### src/rtl/gpio_rb_pkg.sv
// Shared definitions for the GPIO readback scheduler.
// Contents: source encodings, AUTO select code, FSM state type, ADC beat constants.
package gpio_rb_pkg;

  // Source indices. These values also appear on rd_src.
  localparam logic [1:0] SRC_A   = 2'd0;
  localparam logic [1:0] SRC_C   = 2'd1;
  localparam logic [1:0] SRC_MAC = 2'd2;
  localparam logic [1:0] SRC_NL  = 2'd3;

  localparam logic [2:0] SEL_AUTO = 3'd4;

  localparam int unsigned BEATS_PER_ADC = 4;
  localparam int unsigned BEAT_CNT_W    = $clog2(BEATS_PER_ADC);

  typedef enum logic [1:0] {
    StIdle,
    StFetch,
    StHold
  } state_e;

endpackage

### src/rtl/gpio_rb_rr_pick.sv
// Combinational 4-way rotating-priority picker.
// Ports:
//   valid  in  4  per-source valid
//   rr_ptr in  2  last granted source; scan starts at rr_ptr+1
//   hit    out 1  at least one source valid
//   idx    out 2  first valid source in scan order
module gpio_rb_rr_pick
  import gpio_rb_pkg::*;
(
  input  logic [3:0] valid,
  input  logic [1:0] rr_ptr,
  output logic       hit,
  output logic [1:0] idx
);

  logic [1:0] cand;

  always_comb begin
    hit  = 1'b0;
    idx  = 2'd0;
    cand = 2'd0;
    // Offset 4 wraps to rr_ptr itself, so the last-granted source has lowest priority.
    for (int k = 1; k <= 4; k++) begin
      cand = rr_ptr + 2'(k);
      if (!hit && valid[cand]) begin
        hit = 1'b1;
        idx = cand;
      end
    end
  end

endmodule

### src/rtl/gpio_readback_sched.sv
// Sequences CPU readback of four stream sources over the GPIO bridge.
// A four-phase request (req level) selects a source or AUTO round-robin; one 32-bit
// beat is drained per request (128-bit ADC words are split into 4 beats, low beat
// first) and held on rd_* until req drops. FETCH times out with rd_err.
// Ports:
//   clk, rst                 clock, synchronous active-high reset
//   req, sel, cnt_clr        CPU request level, source select, ADC beat counter clear
//   rd_data/valid/err/src    captured beat and status
//   a_*, c_*                 narrow (NUM_BITS) stream sources
//   mac_*, nl_*              128-bit ADC stream sources
module gpio_readback_sched
  import gpio_rb_pkg::*;
#(
  parameter int unsigned NUM_BITS = 16,
  parameter int unsigned TIMEOUT  = 1024
) (
  input  logic                clk,
  input  logic                rst,
  input  logic                req,
  input  logic [2:0]          sel,
  input  logic                cnt_clr,
  output logic [31:0]         rd_data,
  output logic                rd_valid,
  output logic                rd_err,
  output logic [1:0]          rd_src,
  input  logic [NUM_BITS-1:0] a_data,
  input  logic                a_valid,
  output logic                a_ready,
  input  logic [NUM_BITS-1:0] c_data,
  input  logic                c_valid,
  output logic                c_ready,
  input  logic [127:0]        mac_data,
  input  logic                mac_valid,
  output logic                mac_ready,
  input  logic [127:0]        nl_data,
  input  logic                nl_valid,
  output logic                nl_ready
);

  localparam int unsigned TW = $clog2(TIMEOUT);

  state_e                state_q, state_d;
  logic [2:0]            sel_q, sel_d;
  logic [TW-1:0]         timer_q, timer_d;
  logic [1:0]            rr_q, rr_d;
  logic [BEAT_CNT_W-1:0] mac_cnt_q, mac_cnt_d, nl_cnt_q, nl_cnt_d;
  logic                  req_q;
  logic [31:0]           rd_data_q, rd_data_d;
  logic                  rd_valid_q, rd_valid_d, rd_err_q, rd_err_d;
  logic [1:0]            rd_src_q, rd_src_d;

  logic [3:0]  valid_vec;
  logic        pick_hit, hit, fetch_hit, rise, is_auto;
  logic [1:0]  pick_idx, idx;
  logic [31:0] beat;

  assign valid_vec = {nl_valid, mac_valid, c_valid, a_valid};
  assign rise      = req & ~req_q;
  assign is_auto   = (sel_q == SEL_AUTO);

  gpio_rb_rr_pick u_pick (
    .valid  (valid_vec),
    .rr_ptr (rr_q),
    .hit    (pick_hit),
    .idx    (pick_idx)
  );

  always_comb begin
    idx       = is_auto ? pick_idx : sel_q[1:0];
    hit       = is_auto ? pick_hit : valid_vec[idx];
    // An abort (req low) wins over a hit, so it also gates the readies.
    fetch_hit = (state_q == StFetch) && req && hit;
    unique case (idx)
      SRC_A:   beat = 32'(a_data);
      SRC_C:   beat = 32'(c_data);
      SRC_MAC: beat = mac_data[{mac_cnt_q, 5'd0} +: 32];
      default: beat = nl_data[{nl_cnt_q, 5'd0} +: 32];
    endcase
  end

  always_comb begin
    state_d    = state_q;
    sel_d      = sel_q;
    timer_d    = timer_q;
    rr_d       = rr_q;
    mac_cnt_d  = mac_cnt_q;
    nl_cnt_d   = nl_cnt_q;
    rd_data_d  = rd_data_q;
    rd_valid_d = rd_valid_q;
    rd_err_d   = rd_err_q;
    rd_src_d   = rd_src_q;
    a_ready    = fetch_hit && (idx == SRC_A);
    c_ready    = fetch_hit && (idx == SRC_C);
    // ADC words pop only on their last beat.
    mac_ready  = fetch_hit && (idx == SRC_MAC) && (mac_cnt_q == BEAT_CNT_W'(BEATS_PER_ADC - 1));
    nl_ready   = fetch_hit && (idx == SRC_NL) && (nl_cnt_q == BEAT_CNT_W'(BEATS_PER_ADC - 1));

    unique case (state_q)
      StIdle: begin
        if (cnt_clr) begin
          mac_cnt_d = '0;
          nl_cnt_d  = '0;
        end
        if (rise) begin
          if (sel <= SEL_AUTO) begin
            sel_d   = sel;
            timer_d = '0;
            state_d = StFetch;
          end else begin
            rd_err_d   = 1'b1;
            rd_valid_d = 1'b1;
            rd_data_d  = '0;
            state_d    = StHold;
          end
        end
      end
      StFetch: begin
        if (!req) begin
          state_d = StIdle;
        end else if (hit) begin
          rd_data_d  = beat;
          rd_src_d   = idx;
          rd_valid_d = 1'b1;
          state_d    = StHold;
          if (is_auto) rr_d = idx;
          if (idx == SRC_MAC) mac_cnt_d = mac_cnt_q + 1'b1;
          if (idx == SRC_NL)  nl_cnt_d  = nl_cnt_q + 1'b1;
        end else if (timer_q == TW'(TIMEOUT - 1)) begin
          rd_err_d   = 1'b1;
          rd_valid_d = 1'b1;
          rd_data_d  = '0;
          state_d    = StHold;
        end else begin
          timer_d = timer_q + 1'b1;
        end
      end
      StHold: begin
        if (!req) begin
          rd_valid_d = 1'b0;
          rd_err_d   = 1'b0;
          state_d    = StIdle;
        end
      end
      default: state_d = StIdle;
    endcase
  end

  always_ff @(posedge clk) begin
    if (rst) begin
      state_q    <= StIdle;
      sel_q      <= '0;
      timer_q    <= '0;
      rr_q       <= 2'd3;
      mac_cnt_q  <= '0;
      nl_cnt_q   <= '0;
      req_q      <= 1'b0;
      rd_data_q  <= '0;
      rd_valid_q <= 1'b0;
      rd_err_q   <= 1'b0;
      rd_src_q   <= '0;
    end else begin
      state_q    <= state_d;
      sel_q      <= sel_d;
      timer_q    <= timer_d;
      rr_q       <= rr_d;
      mac_cnt_q  <= mac_cnt_d;
      nl_cnt_q   <= nl_cnt_d;
      req_q      <= req;
      rd_data_q  <= rd_data_d;
      rd_valid_q <= rd_valid_d;
      rd_err_q   <= rd_err_d;
      rd_src_q   <= rd_src_d;
    end
  end

  assign rd_data  = rd_data_q;
  assign rd_valid = rd_valid_q;
  assign rd_err   = rd_err_q;
  assign rd_src   = rd_src_q;

endmodule
### config.mk
export PLATFORM = sky130hd
export DESIGN_NAME = gpio_readback_sched
export DESIGN_NICKNAME = d
export VERILOG_FILES = /design/src/rtl/gpio_rb_pkg.sv /design/src/rtl/gpio_rb_rr_pick.sv /design/src/rtl/gpio_readback_sched.sv
export SDC_FILE = /design/constraint.sdc
export NUM_CORES = 1
export LEC_CHECK = 0
export ABC_AREA = 0
export CAP_MARGIN = 20
export CORE_AREA = 2 2 131 133
export CTS_BUF_LIST = sky130_fd_sc_hd__clkbuf_8
export DETAILED_ROUTE_END_ITERATION = 7
export DIE_AREA = 0 0 133 135
export MAX_ROUTING_LAYER = met4
export PLACE_DENSITY = 0.69
export SETUP_SLACK_MARGIN = 0.02
export SLEW_MARGIN = 20
export SYNTH_ARGS = -nofsm -noshare
export SYNTH_HDL_FRONTEND = slang
export SYNTH_SLANG_ARGS = --single-unit
### constraint.sdc
create_clock -name clk -period 2.9 [get_ports clk]
set_input_delay 0.29 -clock clk [delete_from_list [all_inputs] [get_ports clk]]
set_output_delay 0.29 -clock clk [all_outputs]
set_load 0.02 [all_outputs]
==> results of run 1 <==
==> timing repair <==
action                                  CTS  global route
buffers inserted                          0             0
gates resized for setup                   5             2
endpoints found under the setup margin    4             4
==> cells in the mapped netlist (all sizes together), types with 4 or more instances <==
cell type | n | share of area
o32ai | 18 | 0.048
mux2 | 16 | 0.035
nor2b | 22 | 0.026
o21a | 5 | 0.0072
mux2i | 8 | 0.018
clkbuf | 36 | 0.026
nor4 | 5 | 0.0060
nand3 | 7 | 0.0067
or3 | 6 | 0.0072
nand2b | 7 | 0.0084
nand2 | 107 | 0.077
nor3 | 9 | 0.011
and3 | 4 | 0.0048
a21oi | 48 | 0.049
o21ai | 10 | 0.0096
nor2 | 20 | 0.016
buf | 13 | 0.019
dfxtp | 58 | 0.22
inv | 24 | 0.017
o31ai | 4 | 0.0058
a32o | 17 | 0.033
mux4 | 64 | 0.28
==> per-stage QoR <==
stage	instance area (um2)	hold WS (ns)
floorplan	5199	0.4020
global placement	9034	0.4518
detailed placement	9034	0.4615
CTS	9238	0.4717
global route	9245	0.4945
finish	9245	0.4738
==> worst max-delay path by stage <==
stage	start	end	depth (start not counted)
2_1_floorplan	nl_valid	a_ready	9
3_3_place_gp	a_valid	nl_ready	10
3_5_place_dp	a_valid	nl_ready	10
4_1_cts	a_valid	nl_ready	10
5_1_grt	c_valid	nl_ready	9
6_report	a_valid	nl_ready	10
==> worst min-delay path, delay by kind of cell (launching register included) <==
kind                   cells  cell delay, ns
flip-flops                 1            0.31
AO/OA/AOI/OAI              1            0.07
buffers and inverters      1            0.04
==> report_power, final <==
group / internal, uW / total, uW / leakage [uW] / switching [uW]
logic: 573 / 889 / 0.00268 / 316
registers: 810 / 821 / 0.000471 / 11.0
clock network: 458 / 776 / 0.000110 / 317
total: 1840 / 2490 / 0.00326 / 645
==> final cells by class <==
cell class	count	area [um2]	area share
repair buffers	383	3775	0.4083
multi-input cells	418	3735	0.4040
flip-flops and latches	58	1166	0.1261
well taps	220	275.3	0.02977
clock buffers	12	165.2	0.01786
inverters	24	90.09	0.009744
clock inverters	3	38.79	0.004195
==> state kept, by name (all words and copies together) (netlist names) <==
register and count:
rd_data 32, timer_q 10, sel_q 3, mac_cnt_q 2, nl_cnt_q 2, rd_src 2
rr_q 2, state_q 2, rd_err 1, rd_valid 1, req_q 1
==> cells by family (layout without fill, tap and decap cells) <==
kind of cell / count (synthesis) / count (layout) / share of synthesized area
AO/OA/AOI/OAI: 124 / 124 / 0.1887
adder cells (fa/ha/maj): 3 / 3 / 0.007221
buffers and inverters: 73 / 422 / 0.06233
flip-flops: 58 / 58 / 0.2233
multiplexers: 88 / 88 / 0.3297
AND/OR/NAND/NOR: 203 / 203 / 0.1887
==> per-layer routing <==
layer,part of all wire,GRT usage,routed length [um]
met1,0.40,0.2980,8915
met2,0.51,0.4338,11450
met3,0.079,0.05255,1785
met4,0.017,0.06989,382
met5,0,-,0
==> flow_summary.rst, run 1 <==
.. list-table::
   :header-rows: 1

   * - Metric
     - Value
   * - Utilization after layout
     - 0.5635
   * - GRT Residual Overflow
     - 0
   * - Fraction of final layout cells sized beyond drive strength 1
     - 0.1837
   * - Starting Density
     - 0.3169
   * - Number of nets in the synthesized netlist
     - 851
   * - Post-synthesis instance area
     - 0.005199 mm2
   * - Post-layout total power
     - 2486 uW
   * - Number of synthesized register bits
     - 58
   * - Worst EP arrival
     - 2.52 ns
   * - Worst voltage drop across the vdd grid
     - 0.1614 mV
   * - Series of cell instances along the critical path
     - clkdlybuf4s50_1, or3b_1, a21oi_2, nor4b_2, buf_4, nor2_4, nand2_1, a211o_1, nor2_1, clkdlybuf4s15_1
   * - Num Clock Sinks
     - 58
   * - Setup total negative slack
     - 0 ns
   * - Fill cell total of the finished layout
     - 1475
   * - Total power density per cell area
     - 268.9 mW/mm2
   * - Slowest cell on crit path
     - sky130_fd_sc_hd__clkdlybuf4s50_1
   * - FFs w/ async S/R, synth
     - 0
   * - Max Cap Viol
     - 0
   * - Relative max-transition margin
     - 0.5426
   * - EDFF count, synth
     - 0
   * - Num ports
     - 339
   * - Min cycle time layout
     - 2.806 ns
   * - Routability congestion estimate
     - 0.8770
   * - Final clock period utilization by the worst path
     - 0.9677
   * - Largest net degree at the start of global routing
     - 50
   * - I/O Buffers
     - 338
   * - Startpoint of the tightest hold check path
     - rd_data[5]
   * - Depth of the CTS H-tree
     - 3
   * - Critical path buffers and inverters
     - 3
   * - Wire length reported by the detailed router
     - 22530 um
   * - Crit path launch type
     - primary input
   * - Most frequent cells in the layout
     - sky130_fd_sc_hd__clkdlybuf4s50_1, sky130_fd_sc_hd__nand2_1, sky130_fd_sc_hd__mux4_2
   * - Vias/cell
     - 5.279
   * - Category of the most critical setup path
     - primary input to output port
   * - Type of the most critical hold path
     - flop to flop
   * - Required time reported for the critical path endpoint
     - 2.61 ns
   * - Final setup skew
     - 0.01295 ns
   * - Number of non-filler instances in the completed layout
     - 1118
   * - Layout area overhead
     - 77.83%
   * - Share of the yosys chip area belonging to registers
     - 0.2233
   * - Reg-to-reg endpoint
     - timer_q[5]
   * - Wire length of the first global-routing pass
     - 33500 um
   * - Worst-case setup margin in the final layout
     - 0.09365 ns
   * - Number of diodes
     - 0
   * - Die X-Extent
     - 133 um
   * - Count of yosys warnings during synthesis
     - 0
   * - Core Rows
     - 47
   * - Crit-path leading delay family
     - buffers and inverters
   * - Delay of the slowest critical-path stage
     - 0.56 ns
   * - Total half-perimeter wirelength after legalization and detailed placement
     - 18410 um
   * - Setup-failing EPs final
     - 0
   * - Leakage power total
     - 0.003264 uW
   * - Vias in the first global route
     - 6043
   * - Most instantiated flip-flop cell in the synthesis netlist
     - sky130_fd_sc_hd__dfxtp_1
   * - Vertical die dimension
     - 135 um
   * - Depth of the worst hold-timing path
     - 2
   * - Via Count
     - 5902
   * - TritonCTS Buffers
     - 9
   * - Number of failing hold endpoints at the final stage
     - 0
   * - Deepest clock path buffer count
     - 2
   * - Post-detailed-route DRC marker count
     - 0
   * - Detailed-router iteration count before antenna repair
     - 5
   * - Run status
     - completed
   * - Core Region
     - 0.01641 mm2
   * - Critical path peak fanout
     - 5
   * - Worst reg2reg path startpoint
     - rr_q[1]
   * - Number of buffers inserted by hold repair at cts
     - 0
   * - Register-to-register setup slack
     - 0.41 ns
   * - Clock slew at reported path FFs
     - 0.06 ns
   * - Worst Max-Slew Pin Slew
     - 0.6861 ns
   * - Initial antenna violation count
     - 1
   * - Slew Viols, Final
     - 0
   * - Initial drt markers
     - 329
   * - Path depth of the worst reg2reg path
     - 10
   * - Clock tree from TritonCTS
     - done
   * - Placement Setup Slack
     - -0.2104 ns
   * - Die Outline Area
     - 0.01796 mm2
   * - Commonest non-fill, non-tap cell in the layout
     - sky130_fd_sc_hd__clkdlybuf4s50_1
   * - Wire length per cell after detailed routing
     - 20.15 um
   * - Global-route total usage across every layer
     - 0.2513
   * - Number of instances in the placed design
     - 1103
   * - RSZ-0062 raised after global routing
     - yes
   * - Mean instance size in the synthesized netlist
     - 9.469 um2
   * - Number of nets in the layout
     - 1196
   * - CTS Root Buffer Type
     - sky130_fd_sc_hd__clkbuf_8
   * - Number of instances in the synthesized netlist
     - 549
   * - Worst setup EP type
     - output port
   * - Highest clock frequency the design can meet
     - 356.3 MHz
   * - Synth unique cells
     - 62
   * - Endpoint, Worst Hold
     - rd_data[5]
   * - Clock latency at the later pin of the worst-skew pair
     - 0.33 ns
   * - Antenna-violating nets left
     - 0
No activity file was read; power rests on OpenSTA's default activity.
==> inputs of run 2 (changes only) <==
- SKIP_LAST_GASP: unset -> 1
==> results of run 2 <==
Same layout as run 1: the final DEF is identical, and so are final timing and power.
